File: config.mk
export PLATFORM = sky130hd
export DESIGN_NAME = wei_feed_ctrl
export DESIGN_NICKNAME = d
export VERILOG_FILES = /design/src/rtl/wei_feed_ctrl.sv
export SDC_FILE = /design/constraint.sdc
export NUM_CORES = 1
export LEC_CHECK = 0
export ABC_AREA = 1
export ABC_CLOCK_PERIOD_IN_PS = 2000
export CELL_PAD_IN_SITES_DETAIL_PLACEMENT = 1
export CELL_PAD_IN_SITES_GLOBAL_PLACEMENT = 1
export CORE_MARGIN = 3
export CORE_UTILIZATION = 33
export DETAILED_ROUTE_END_ITERATION = 6
export GPL_TIMING_DRIVEN = 0
export PLACE_DENSITY = 0.81
export SETUP_SLACK_MARGIN = 0.15
export SKIP_CTS_REPAIR_TIMING = 1
export SYNTH_ARGS = -nofsm -noshare
export SYNTH_HDL_FRONTEND = slang
export SYNTH_SLANG_ARGS = --single-unit
File: constraint.sdc
create_clock -name i_clk -period 2 [get_ports i_clk]
set_input_delay 0.5 -clock i_clk [delete_from_list [all_inputs] [get_ports i_clk]]
set_output_delay 0.5 -clock i_clk [all_outputs]
set_load 0.005 [all_outputs]
File: src/rtl/wei_feed_ctrl.sv
// wei_feed_ctrl: sequencing controller for the SAURIA weight feeder.
// Turns one start command into the clear / feed / flush / context-switch /
// finish control stream, gated on feeder backpressure (fifo full, stall),
// and raises sticky deadlock and watchdog-timeout flags.
//
// Handshake: there is no valid/ready pair here. Commands are level-sampled
// on the rising clock edge: i_start only in IDLE, i_ctx_go only in CSW_WAIT,
// i_abort in every non-IDLE state with priority over every other transition.
// Progress (feed exit, flush count, watchdog reset) happens only on "adv"
// cycles, i.e. when the feeder reports neither fifo-full nor stall.
module wei_feed_ctrl #(
    parameter int FLUSH_CYCLES = 3,
    parameter int WDOG_W       = 10
) (
    input  logic              i_clk,
    input  logic              i_rstn,
    input  logic              i_start,
    input  logic              i_abort,
    input  logic              i_ctx_go,
    input  logic              i_cnt_done,
    input  logic              i_til_done,
    input  logic              i_fifo_full,
    input  logic              i_feeder_stall,
    input  logic              i_fifo_empty,
    input  logic [WDOG_W-1:0] i_wdog_lim,
    output logic              o_cnt_en,
    output logic              o_cnt_clear,
    output logic              o_cswitch,
    output logic              o_feeder_en,
    output logic              o_feeder_clear,
    output logic              o_clearfifo,
    output logic              o_wei_valid,
    output logic              o_finalpush,
    output logic              o_busy,
    output logic              o_ctx_done,
    output logic              o_til_done,
    output logic              o_deadlock,
    output logic              o_timeout,
    output logic [2:0]        o_dbg_state
);

    localparam int FC_W = (FLUSH_CYCLES > 1) ? $clog2(FLUSH_CYCLES) : 1;
    localparam logic [FC_W-1:0] FC_LOAD = FC_W'(FLUSH_CYCLES - 1);

    typedef enum logic [2:0] {
        S_IDLE     = 3'd0,
        S_CLEAR    = 3'd1,
        S_FEED     = 3'd2,
        S_FLUSH    = 3'd3,
        S_CSW_WAIT = 3'd4,
        S_CSW      = 3'd5,
        S_FIN      = 3'd6
    } state_t;

    state_t            r_state;
    state_t            w_state_nxt;
    logic [FC_W-1:0]   r_flush_cnt;
    logic              r_abort;
    logic [WDOG_W-1:0] r_wdog;
    logic [WDOG_W-1:0] w_wdog_inc;
    logic              r_deadlock;
    logic              r_timeout;
    logic              w_adv;
    logic              w_flush_last;
    logic              w_wdog_run;

    assign w_adv        = !i_fifo_full && !i_feeder_stall;
    // Final advancing cycle of the flush: the FSM leaves FLUSH on this edge
    // unless an abort overrides it.
    assign w_flush_last = (r_state == S_FLUSH) && (r_flush_cnt == '0) && w_adv;
    // The watchdog only runs in states that wait on the feeder; CLEAR resets it.
    assign w_wdog_run   = (r_state != S_IDLE) && (r_state != S_CLEAR);
    assign w_wdog_inc   = (r_wdog == '1) ? r_wdog : (r_wdog + WDOG_W'(1));
    assign o_deadlock   = r_deadlock;
    assign o_timeout    = r_timeout;
    assign o_dbg_state  = r_state;

    // State register.
    always_ff @(posedge i_clk or negedge i_rstn) begin
        if (!i_rstn) begin
            r_state <= S_IDLE;
        end else begin
            r_state <= w_state_nxt;
        end
    end

    // Next-state decode and Moore control outputs.
    always_comb begin
        w_state_nxt    = r_state;
        o_cnt_en       = 1'b0;
        o_cnt_clear    = 1'b0;
        o_cswitch      = 1'b0;
        o_feeder_en    = 1'b0;
        o_feeder_clear = 1'b0;
        o_clearfifo    = 1'b0;
        o_wei_valid    = 1'b0;
        o_finalpush    = 1'b0;
        o_busy         = (r_state != S_IDLE);
        o_til_done     = 1'b0;
        // The context-done pulse marks the flush exit cycle itself, so it is
        // qualified by the same adv/abort terms that decide the exit.
        o_ctx_done     = w_flush_last && !i_abort;
        case (r_state)
            S_IDLE: begin
                if (i_start) w_state_nxt = S_CLEAR;
            end
            S_CLEAR: begin
                o_cnt_clear    = 1'b1;
                o_feeder_clear = 1'b1;
                o_clearfifo    = 1'b1;
                w_state_nxt    = r_abort ? S_IDLE : S_FEED;
            end
            S_FEED: begin
                o_feeder_en = 1'b1;
                o_cnt_en    = 1'b1;
                o_wei_valid = 1'b1;
                if (i_cnt_done && w_adv) w_state_nxt = S_FLUSH;
            end
            S_FLUSH: begin
                o_feeder_en = 1'b1;
                o_finalpush = 1'b1;
                if (w_flush_last) w_state_nxt = i_til_done ? S_FIN : S_CSW_WAIT;
            end
            S_CSW_WAIT: begin
                o_feeder_en = 1'b1;
                if (i_ctx_go) w_state_nxt = S_CSW;
            end
            S_CSW: begin
                o_cswitch   = 1'b1;
                w_state_nxt = S_FEED;
            end
            S_FIN: begin
                o_til_done  = 1'b1;
                w_state_nxt = S_IDLE;
            end
            default: begin
                w_state_nxt = S_IDLE;
            end
        endcase
        // Abort overrides every other transition outside IDLE.
        if ((r_state != S_IDLE) && i_abort) w_state_nxt = S_CLEAR;
    end

    // Flush counter: loaded on FEED->FLUSH, consumed only on adv cycles.
    always_ff @(posedge i_clk or negedge i_rstn) begin
        if (!i_rstn) begin
            r_flush_cnt <= '0;
        end else if ((r_state == S_FEED) && (w_state_nxt == S_FLUSH)) begin
            r_flush_cnt <= FC_LOAD;
        end else if ((r_state == S_FLUSH) && w_adv && (r_flush_cnt != '0)) begin
            r_flush_cnt <= r_flush_cnt - FC_W'(1);
        end
    end

    // Abort flag: remembers that the pending CLEAR must return to IDLE.
    always_ff @(posedge i_clk or negedge i_rstn) begin
        if (!i_rstn) begin
            r_abort <= 1'b0;
        end else if ((r_state != S_IDLE) && i_abort) begin
            r_abort <= 1'b1;
        end else if (r_state == S_CLEAR) begin
            r_abort <= 1'b0;
        end
    end

    // Watchdog: consecutive no-progress cycles, saturating.
    always_ff @(posedge i_clk or negedge i_rstn) begin
        if (!i_rstn) begin
            r_wdog <= '0;
        end else if (!w_wdog_run || w_adv) begin
            r_wdog <= '0;
        end else begin
            r_wdog <= w_wdog_inc;
        end
    end

    // Sticky timeout: set on the stalled cycle that brings the count to the limit.
    always_ff @(posedge i_clk or negedge i_rstn) begin
        if (!i_rstn) begin
            r_timeout <= 1'b0;
        end else if (r_state == S_CLEAR) begin
            r_timeout <= 1'b0;
        end else if (w_wdog_run && !w_adv && (i_wdog_lim != '0) &&
                     (w_wdog_inc == i_wdog_lim)) begin
            r_timeout <= 1'b1;
        end
    end

    // Sticky deadlock: the feeder claims empty and full at the same time.
    always_ff @(posedge i_clk or negedge i_rstn) begin
        if (!i_rstn) begin
            r_deadlock <= 1'b0;
        end else if (r_state == S_CLEAR) begin
            r_deadlock <= 1'b0;
        end else if ((r_state != S_IDLE) && i_fifo_empty && i_fifo_full) begin
            r_deadlock <= 1'b1;
        end
    end

endmodule

==> results of run 1 <==
[cell type report]
cell class	count	area, µm²	area share
Multi-Input combinational cell	143	786	0.387
Timing Repair Buffer	52	497	0.245
Clock buffer	4	55.1	0.0271
Inverter	31	123	0.0604
Buffer	5	56.3	0.0277
Tap cell	48	60.1	0.0296
Sequential cell	18	454	0.224
[metal layers]
layer | global-route usage | vias up | share of wire
met5 | 0 | - | 0
met4 | 0.0462 | 0 | 0.0053
li1 | - | 734 | -
met2 | 0.308 | 32 | 0.51
met3 | 0.0308 | 2 | 0.047
met1 | 0.208 | 682 | 0.44
[cell usage after synthesis (3+ instances only)]
cell type / instances
buf_4: 3
nand4_1: 3
o21bai_1: 3
nor2_1: 22
nand2_1: 62
dfrtp_1: 18
nand3_1: 21
o21ai_0: 3
a21oi_1: 9
inv_1: 30
[metrics by stage]
| stage | setup WS, ns | instances | util | hold slack [ns] | area (µm²) |
|---|---|---|---|---|---|
| 2_1_floorplan | 0.418 | 197 | - | 0.204 | 1300 |
| 3_3_place_gp | -0.507 | 280 | 0.457 | 0.498 | 1710 |
| 3_5_place_dp | -0.526 | 280 | 0.457 | 0.490 | 1710 |
| 4_1_cts | -0.562 | 284 | 0.472 | 0.511 | 1770 |
| 5_1_grt | -0.113 | 301 | 0.542 | 0.564 | 2030 |
| 6_report | -0.0275 | 301 | 0.542 | 0.504 | 2030 |
[power by group through the flow]
stage | Combinational [W] | Clock, W | Sequential, W
finish | 0.00102 | 0.000303 | 0.000511
floorplan | 0.000394 | 0 | 0.000495
global route | 0.00114 | 0.000328 | 0.000519
detailed placement | 0.000763 | 0 | 0.000513
global placement | 0.000751 | 0 | 0.000511
CTS | 0.000771 | 0.000314 | 0.000508
[cell usage in the layout, fill, tap and decap left out, types with 4 or more instances in the layout]
cell and instances:
nor2_2 5, dlymetal6s2s_1 8, dfrtp_1 15, nand3_1 17, buf_6 6, nor2_1 12
nand3_2 4, inv_1 27, buf_4 18, nor2_4 7, a21oi_1 9, clkbuf_8 4
nand2_1 61, clkdlybuf4s50_1 23
[worst max-delay path by stage]
stage,endpoint,cells after the start
6_report,o_ctx_done,7
5_1_grt,o_ctx_done,7
4_1_cts,o_ctx_done,5
3_5_place_dp,o_ctx_done,5
3_3_place_gp,o_ctx_done,5
2_1_floorplan,o_timeout,13
[critical path, stage by stage, from the launching register on]
cell and delay (ns):
dfrtp_2 0.43, buf_4 0.14, nand2_2 0.09, nor2_4 0.15, buf_4 0.13, nand3_2 0.08, nor2_1 0.11, dlymetal6s2s_1 0.13
[state kept, by name (all words and copies together), names as in the netlist]
| name | count |
|---|---|
| r_wdog | 10 |
| o_deadlock | 1 |
| o_dbg_state | 3 |
| r_flush_cnt | 2 |
| r_abort | 1 |
| o_timeout | 1 |
[cells by family after synthesis]
kind of cell,share of synthesized area
flip-flops,0.346
adder cells (fa/ha/maj),0.0192
AO/OA/AOI/OAI,0.0933
AND/OR/NAND/NOR,0.402
buffers and inverters,0.119
XOR/XNOR,0.0202
==> run_results.csv, run 1 <==
group,metric,value,unit
floorplanning,ios,36,
setup_path,start_kind,"register",
power,total_power,0.00183,W
sta,fin_ws,-0.0275,ns
grt,grt_pass1_vias,1345,
clock_network,cts-root-buf,"clkbuf_8",
grt,grtUsageTotal,0.171,
yosys,synthTopCellsByArea,"dfrtp_1 (35%), nand2_1 (18%), inv_1 (8.7%), nand3_1 (8.1%), nor2_1 (6.3%)",
power,p_per_area,903,nW/µm²
floorplanning,die_h,68.8,µm
yosys,yosysWarnings,0,
yosys,ys_types,28,
grt,grt_first_pass_wirelength,5.98,mm
power,leakagePower,1.10,nW
yosys,ys_ff_latch,18,
yosys,synth_edf_count,0,
routing,wire_per_inst,13.7,µm
setup_path,critical_path.max_fanout,5,
routing,vias_per_cell,4.82,
power,pwr-share-clk,0.165,
hold_path,hold_path_class,"reg -> reg",
routing,antenna_left,0,
sta,finClkSkew,0.00360,ns
sta,fin_crit,2.03,ns
clock_network,cts_sinks,18,
setup_path,worstSetupPathType,"reg -> out",
sta,fin_setup_tns,-0.0275,ns
layout,nets,276,
clock_network,worstSkewPairLatency,0.26,ns
setup_path,end_kind,"output port",
yosys,async_flop_share,1.00,
layout,drive_gt1_frac,0.233,
floorplanning,core_area,3740,µm²
layout,n_antenna_cell,0,
setup_path,rr_worst_depth,11,
floorplanning,die-area,4730,µm²
sta,drv_slew,0,
setup_path,r2r-start,"r_wdog[1]",
power,p_switching,0.000679,W
yosys,synthesis.nets,219,
setup_path,critPathLaunch,"o_dbg_state[1]",
sta,worstMarginPinSlew,0.839,ns
sta,fmax,0.493,GHz
sta,post-route-period-util,1.01,
routing,drt_wl_total,4.12,mm
clock_network,cts_buffers,3,
routing,vias,1450,
yosys,ys_seq_area_frac,0.346,
hold_path,hold_path_startpoint,"o_deadlock",
yosys,synth_top_cell_by_area,"dfrtp_1",
sta,slew_headroom,0.439,
flow_run,maxCapViolCount,0,
setup_path,rrSetupSlack,0.17,ns
power,switching_share,0.370,
setup_path,r2r-end,"o_timeout",
place,hpwl,3.02,mm
hold_path,min_path_cells,2,
routing,drcViolationCount,0,
power,combPwrFrac,0.556,
grt,grt_overflow,0,
grt,antenna_found_initial,0,
yosys,yosys.area.top_type_share,0.346,
outcome,violations,"negative setup slack",
routing,drtIter0Drc,44,
sta,finalSetupViolCount,1,
yosys,synth_flop_cell,"dfrtp_1",
yosys,netlist_instances,197,
yosys,syn_area_per_cell,6.61,µm²
clock_network,path_clk_slew,0.07,ns
floorplanning,die_w,68.8,µm
outcome,status,"finished, violations left",
clock_network,cts_tree,"yes",
layout,fill_cells,474,
routing,drt_pass1_iterations,5,
power,p_int,0.00115,W
grt,grt_max_degree,19,
place,gp_congestion,0.791,
power,seqPwrFrac,0.279,
power,ir_drop,0.730,mV
hold_path,whs_endpoint,"o_deadlock",
yosys,post_synth_instance_area,1300,µm²
layout,synthToLayoutAreaGrowth,56.1,%
floorplanning,row_count,22,
floorplanning,initial_core_util,0.348,
clock_network,htreeDepth,1,
clock_network,cts_buffer_depth,2,
sta,rsz0062_at_grt,"true",
setup_path,crit_required,1.50,ns
sta,hold_viol,0,
setup_path,arrival,1.53,ns
place,port_buffers,35,
Note: power is estimated with default switching activity, not from simulation.
==> run 2: changes to the inputs <==
Settings changed: CORE_MARGIN 3 to 8.
==> run_results.csv, run 2 (synthesis results as in run 1) <==
group,metric,value,unit
grt,grt_pass1_vias,1551,
layout,synthToLayoutAreaGrowth,53.7,%
sta,finalSetupViolCount,0,
sta,hold_viol,0,
sta,fin_ws,0.0479,ns
routing,wl_met3,231,µm
power,p_per_area,921,nW/µm²
outcome,status,"finished, final reports clean",
power,switching_share,0.370,
clock_network,cts_tree,"yes",
place,dp_slack,-0.519,ns
routing,vias_per_cell,4.84,
hold_path,min_path_cells,2,
routing,antenna_left,0,
setup_path,cp_slowest_stage_delay,0.46,ns
sta,fmax,0.512,GHz
routing,wl_met1,1.75,mm
layout,most-common-layout-cells,"nand2_1 (61), inv_1 (27), clkdlybuf4s50_1 (23), nand3_1 (20), buf_4 (18)",
routing,topRoutingLayerUsed,"met4",
flow_run,maxCapViolCount,0,
layout,nets,274,
routing,wire_per_inst,13.7,µm
clock_network,path_clk_slew,0.07,ns
floorplanning,row_count,23,
setup_path,cp_cell_sequence,"buf_4 > nor2_4 > inv_2 > nor2_4 > buf_4 > dlymetal6s2s_1",
setup_path,path_delay_family,"flip-flops",
floorplanning,die-area,6210,µm²
layout,final_common_cell,"nand2_1",
power,p_int,0.00116,W
grt,grt_first_pass_wirelength,6.69,mm
routing,drt_pass1_iterations,2,
clock_network,cts_buffers,3,
power,seqPwrFrac,0.281,
routing,drtIter0Drc,38,
layout,n_antenna_cell,0,
routing,vias,1458,
sta,fin_setup_tns,0,ns
sta,fin_crit,1.95,ns
power,combPwrFrac,0.550,
place,hpwl,3.15,mm
grt,grt_max_degree,19,
sta,drv_slew,0,
setup_path,rrSetupSlack,0.28,ns
layout,postLayoutCoreUtil,0.515,
grt,antenna_found_initial,0,
clock_network,worstSkewPairLatency,0.26,ns
setup_path,r2r-end,"o_timeout",
power,ir_drop,0.531,mV
hold_path,whs_endpoint,"o_deadlock",
clock_network,cts-root-buf,"clkbuf_8",
sta,worstMarginPinSlew,0.836,ns
clock_network,cts_sinks,18,
routing,drt_wl_total,4.12,mm
sta,slew_headroom,0.441,
setup_path,worstSetupPathType,"reg -> out",
power,leakagePower,1.13,nW
floorplanning,core_area,3880,µm²
routing,drcViolationCount,0,
power,total_power,0.00184,W
hold_path,hold_path_startpoint,"o_deadlock",
setup_path,end_kind,"output port",
setup_path,rr_worst_depth,12,
layout,drive_gt1_frac,0.203,
setup_path,crit_path_top_delay_cell,"dfrtp_2",
layout,largest_reg_flops,10,
setup_path,worst-path-buf-inv,4,
layout,top_register,"r_wdog",
routing,wl_met2,2.11,mm
grt,grtUsageTotal,0.131,
setup_path,crit_cells,6,
sta,finClkSkew,0.000837,ns
setup_path,critical_path.max_fanout,5,
layout,fill_cells,492,
floorplanning,die_h,78.8,µm
place,port_buffers,35,
place,gp_congestion,0.813,
clock_network,cts_buffer_depth,2,
setup_path,start_kind,"register",
power,pwr-share-clk,0.170,
setup_path,r2r-start,"r_wdog[1]",
floorplanning,ios,36,
sta,post-route-period-util,0.976,
grt,grt_overflow,0,
setup_path,arrival,1.45,ns
clock_network,htreeDepth,1,
floorplanning,die_w,78.8,µm
hold_path,hold_path_class,"reg -> reg",
floorplanning,initial_core_util,0.335,
power,p_switching,0.000681,W
setup_path,crit_required,1.50,ns
sta,rsz0062_at_grt,"true",
## run 2: cell count changes in the layout (fill, tap and decap cells not counted), sizes merged
cell          delta
buf              -5
clkbuf           -1
clkinv           -1
clkinvlp         -1
dlymetal6s2s     +4
inv              +2
## run 2: power groups by stage
stage                     clock, W  combinational, W  sequential, W
final                     0.000313           0.00101       0.000516
after global routing      0.000338           0.00112       0.000526
after CTS                 0.000325          0.000782       0.000509
after detailed placement         0          0.000773       0.000513
after global placement           0          0.000755       0.000513
after floorplan                  0          0.000394       0.000495
## run 2: worst max-delay path by stage
stage                               from             end  slack, ns
final                     o_dbg_state[1]  o_feeder_clear       0.05
after global routing      o_dbg_state[1]  o_feeder_clear      -0.02
after CTS                    i_fifo_full      o_ctx_done      -0.53
after detailed placement     i_fifo_full      o_ctx_done      -0.52
after global placement       i_fifo_full      o_ctx_done      -0.53
after floorplan                r_wdog[0]       o_timeout       0.42
## run 2: through the flow
stage	cells	hold slack, ns	area (µm²)
6_report	301	0.520	2000
5_1_grt	301	0.566	2000
4_1_cts	286	0.526	1770
3_5_place_dp	282	0.510	1710
3_3_place_gp	282	0.499	1710
2_1_floorplan	197	0.204	1300
## run 2: worst min-delay path: stages (launching register included)
cell and delay (ns):
dfrtp_1 0.36, o21ai_0 0.08, nand2_1 0.05
## run 2: final cells by class
cell class                      count  area (µm²)  share of cell area
Timing Repair Buffer               50         493               0.247
Multi-Input combinational cell    143         768               0.384
Inverter                           31         116              0.0582
Buffer                              5        48.8              0.0244
Sequential cell                    18         455               0.228
Tap cell                           50        62.6              0.0313
Clock buffer                        4        55.1              0.0275
## run 2: routing by layer
| metal | vias to the layer above | global-route usage |
|---|---|---|
| li1 | 731 | - |
| met1 | 694 | 0.142 |
| met2 | 30 | 0.237 |
| met3 | 3 | 0.0440 |
| met4 | 0 | 0.0333 |
| met5 | - | 0 |
==> run 3: changes to the inputs <==
Settings changed: CELL_PAD_IN_SITES_DETAIL_PLACEMENT 1 to 2, CELL_PAD_IN_SITES_GLOBAL_PLACEMENT 1 to 2, CORE_UTILIZATION 33 to 25, PLACE_DENSITY 0.81 to 0.8.
==> run_results.csv, run 3 (synthesis results as in run 1) <==
group,metric,value,unit
outcome,status,"finished, final reports clean",
sta,drv_slew,0,
place,placed_cells,302,
floorplanning,core_area,5070,µm²
floorplanning,row_count,26,
layout,fill_cells,597,
flow_run,maxCapViolCount,0,
grt,grt_pass1_vias,1723,
grt,grt_max_degree,19,
layout,n_antenna_cell,0,
clock_network,cts_tree,"yes",
layout,final_common_cell,"nand2_1",
routing,vias_per_cell,4.61,
grt,grtUsageTotal,0.130,
layout,nets,282,
place,place_area,1740,µm²
grt,grt_overflow,0,
sta,finClkSkew,0.00281,ns
routing,drt_wl_total,5.07,mm
clock_network,cts_buffers,3,
layout,largest_reg_flops,10,
layout,final_area,2180,µm²
routing,drt_pass1_iterations,3,
power,ir_drop,0.443,mV
setup_path,arrival,1.47,ns
clock_network,htreeDepth,1,
floorplanning,die-area,7770,µm²
sta,fmax,0.508,GHz
clock_network,cts_buffer_depth,2,
power,leakagePower,1.15,nW
sta,slew_headroom,0.450,
setup_path,end_kind,"output port",
layout,postLayoutCoreUtil,0.430,
routing,wire_per_inst,15.4,µm
layout,top_register,"r_wdog",
routing,vias,1518,
layout,most-common-layout-cells,"nand2_1 (58), inv_1 (24), clkdlybuf4s50_1 (23), buf_4 (19), nand3_1 (16)",
layout,drive_gt1_frac,0.305,
clock_network,path_clk_slew,0.07,ns
hold_path,hold_path_class,"reg -> reg",
floorplanning,initial_core_util,0.256,
sta,fin_crit,1.97,ns
floorplanning,die_h,88.1,µm
grt,antenna_found_initial,0,
setup_path,crit_required,1.50,ns
sta,holdWs,0.521,ns
floorplanning,ios,36,
power,total_power,0.00202,W
sta,post-route-period-util,0.984,
grt,grt_first_pass_wirelength,7.95,mm
place,port_buffers,35,
floorplanning,die_w,88.1,µm
power,p_per_area,924,nW/µm²
layout,instances_no_fill,329,
place,gp_congestion,0.770,
setup_path,start_kind,"register",
routing,antenna_left,0,
sta,worstMarginPinSlew,0.822,ns
setup_path,critical_path.max_fanout,5,
sta,rsz0062_at_grt,"true",
sta,finalSetupViolCount,0,
routing,drcViolationCount,0,
layout,synthToLayoutAreaGrowth,67.9,%
routing,drtIter0Drc,40,
clock_network,cts-root-buf,"clkbuf_8",
clock_network,cts_sinks,18,
sta,hold_viol,0,
setup_path,worstSetupPathType,"reg -> out",
clock_network,worstSkewPairLatency,0.26,ns
place,hpwl,3.79,mm
## run 3: cell count changes in the layout (fill, tap and decap cells not counted), sizes merged
cell / change
dlymetal6s2s: -4
clkbuf: +2
buf: +10
## run 3: final timing paths
kind	to	startpoint	depth (start not counted)	slack, ns
min	o_deadlock	o_deadlock	2	0.52
max reg2reg	o_timeout	r_wdog[1]	12	0.17
min reg2reg	o_deadlock	o_deadlock	2	0.52
max	o_cnt_clear	o_dbg_state[1]	7	0.03
max in group asynchronous	o_dbg_state[1]	i_rstn	1	0.72
min in group asynchronous	r_wdog[0]	i_rstn	1	0.71
## run 3: layout make-up
class                      count  area [µm²]  area share
sequential                    18         454       0.208
tap                           70        87.6      0.0401
inverter                      31         116      0.0533
timing repair buffer          58         568       0.260
multi-input combinational    143         843       0.386
buffer                         5        60.1      0.0275
clock buffer                   4        55.1      0.0252
## run 3: critical path: stages (launching register included)
cell	delay, ns
dfrtp_2	0.48
nor2_4	0.14
inv_2	0.07
nor2_4	0.15
buf_6	0.12
buf_6	0.09
buf_6	0.08
buf_6	0.08
## run 3: layer usage
layer,GRT usage,share of wire
met1,0.141,0.43
met2,0.231,0.51
met3,0.0366,0.043
met4,0.0553,0.014
met5,0,0
## run 3: stage by stage
stage	worst slack, ns	setup TNS (ns)
6_report	0.0321	0
5_1_grt	-0.0291	-0.0291
4_1_cts	-0.595	-3.75
3_5_place_dp	-0.523	-1.59
3_3_place_gp	-0.568	-1.60
2_1_floorplan	0.418	0
## run 3: power by group
part           internal [W]  switching (W)  total (W)
clock network      0.000175       0.000129   0.000304
logic              0.000649       0.000541    0.00119
registers          0.000441      0.0000828   0.000524
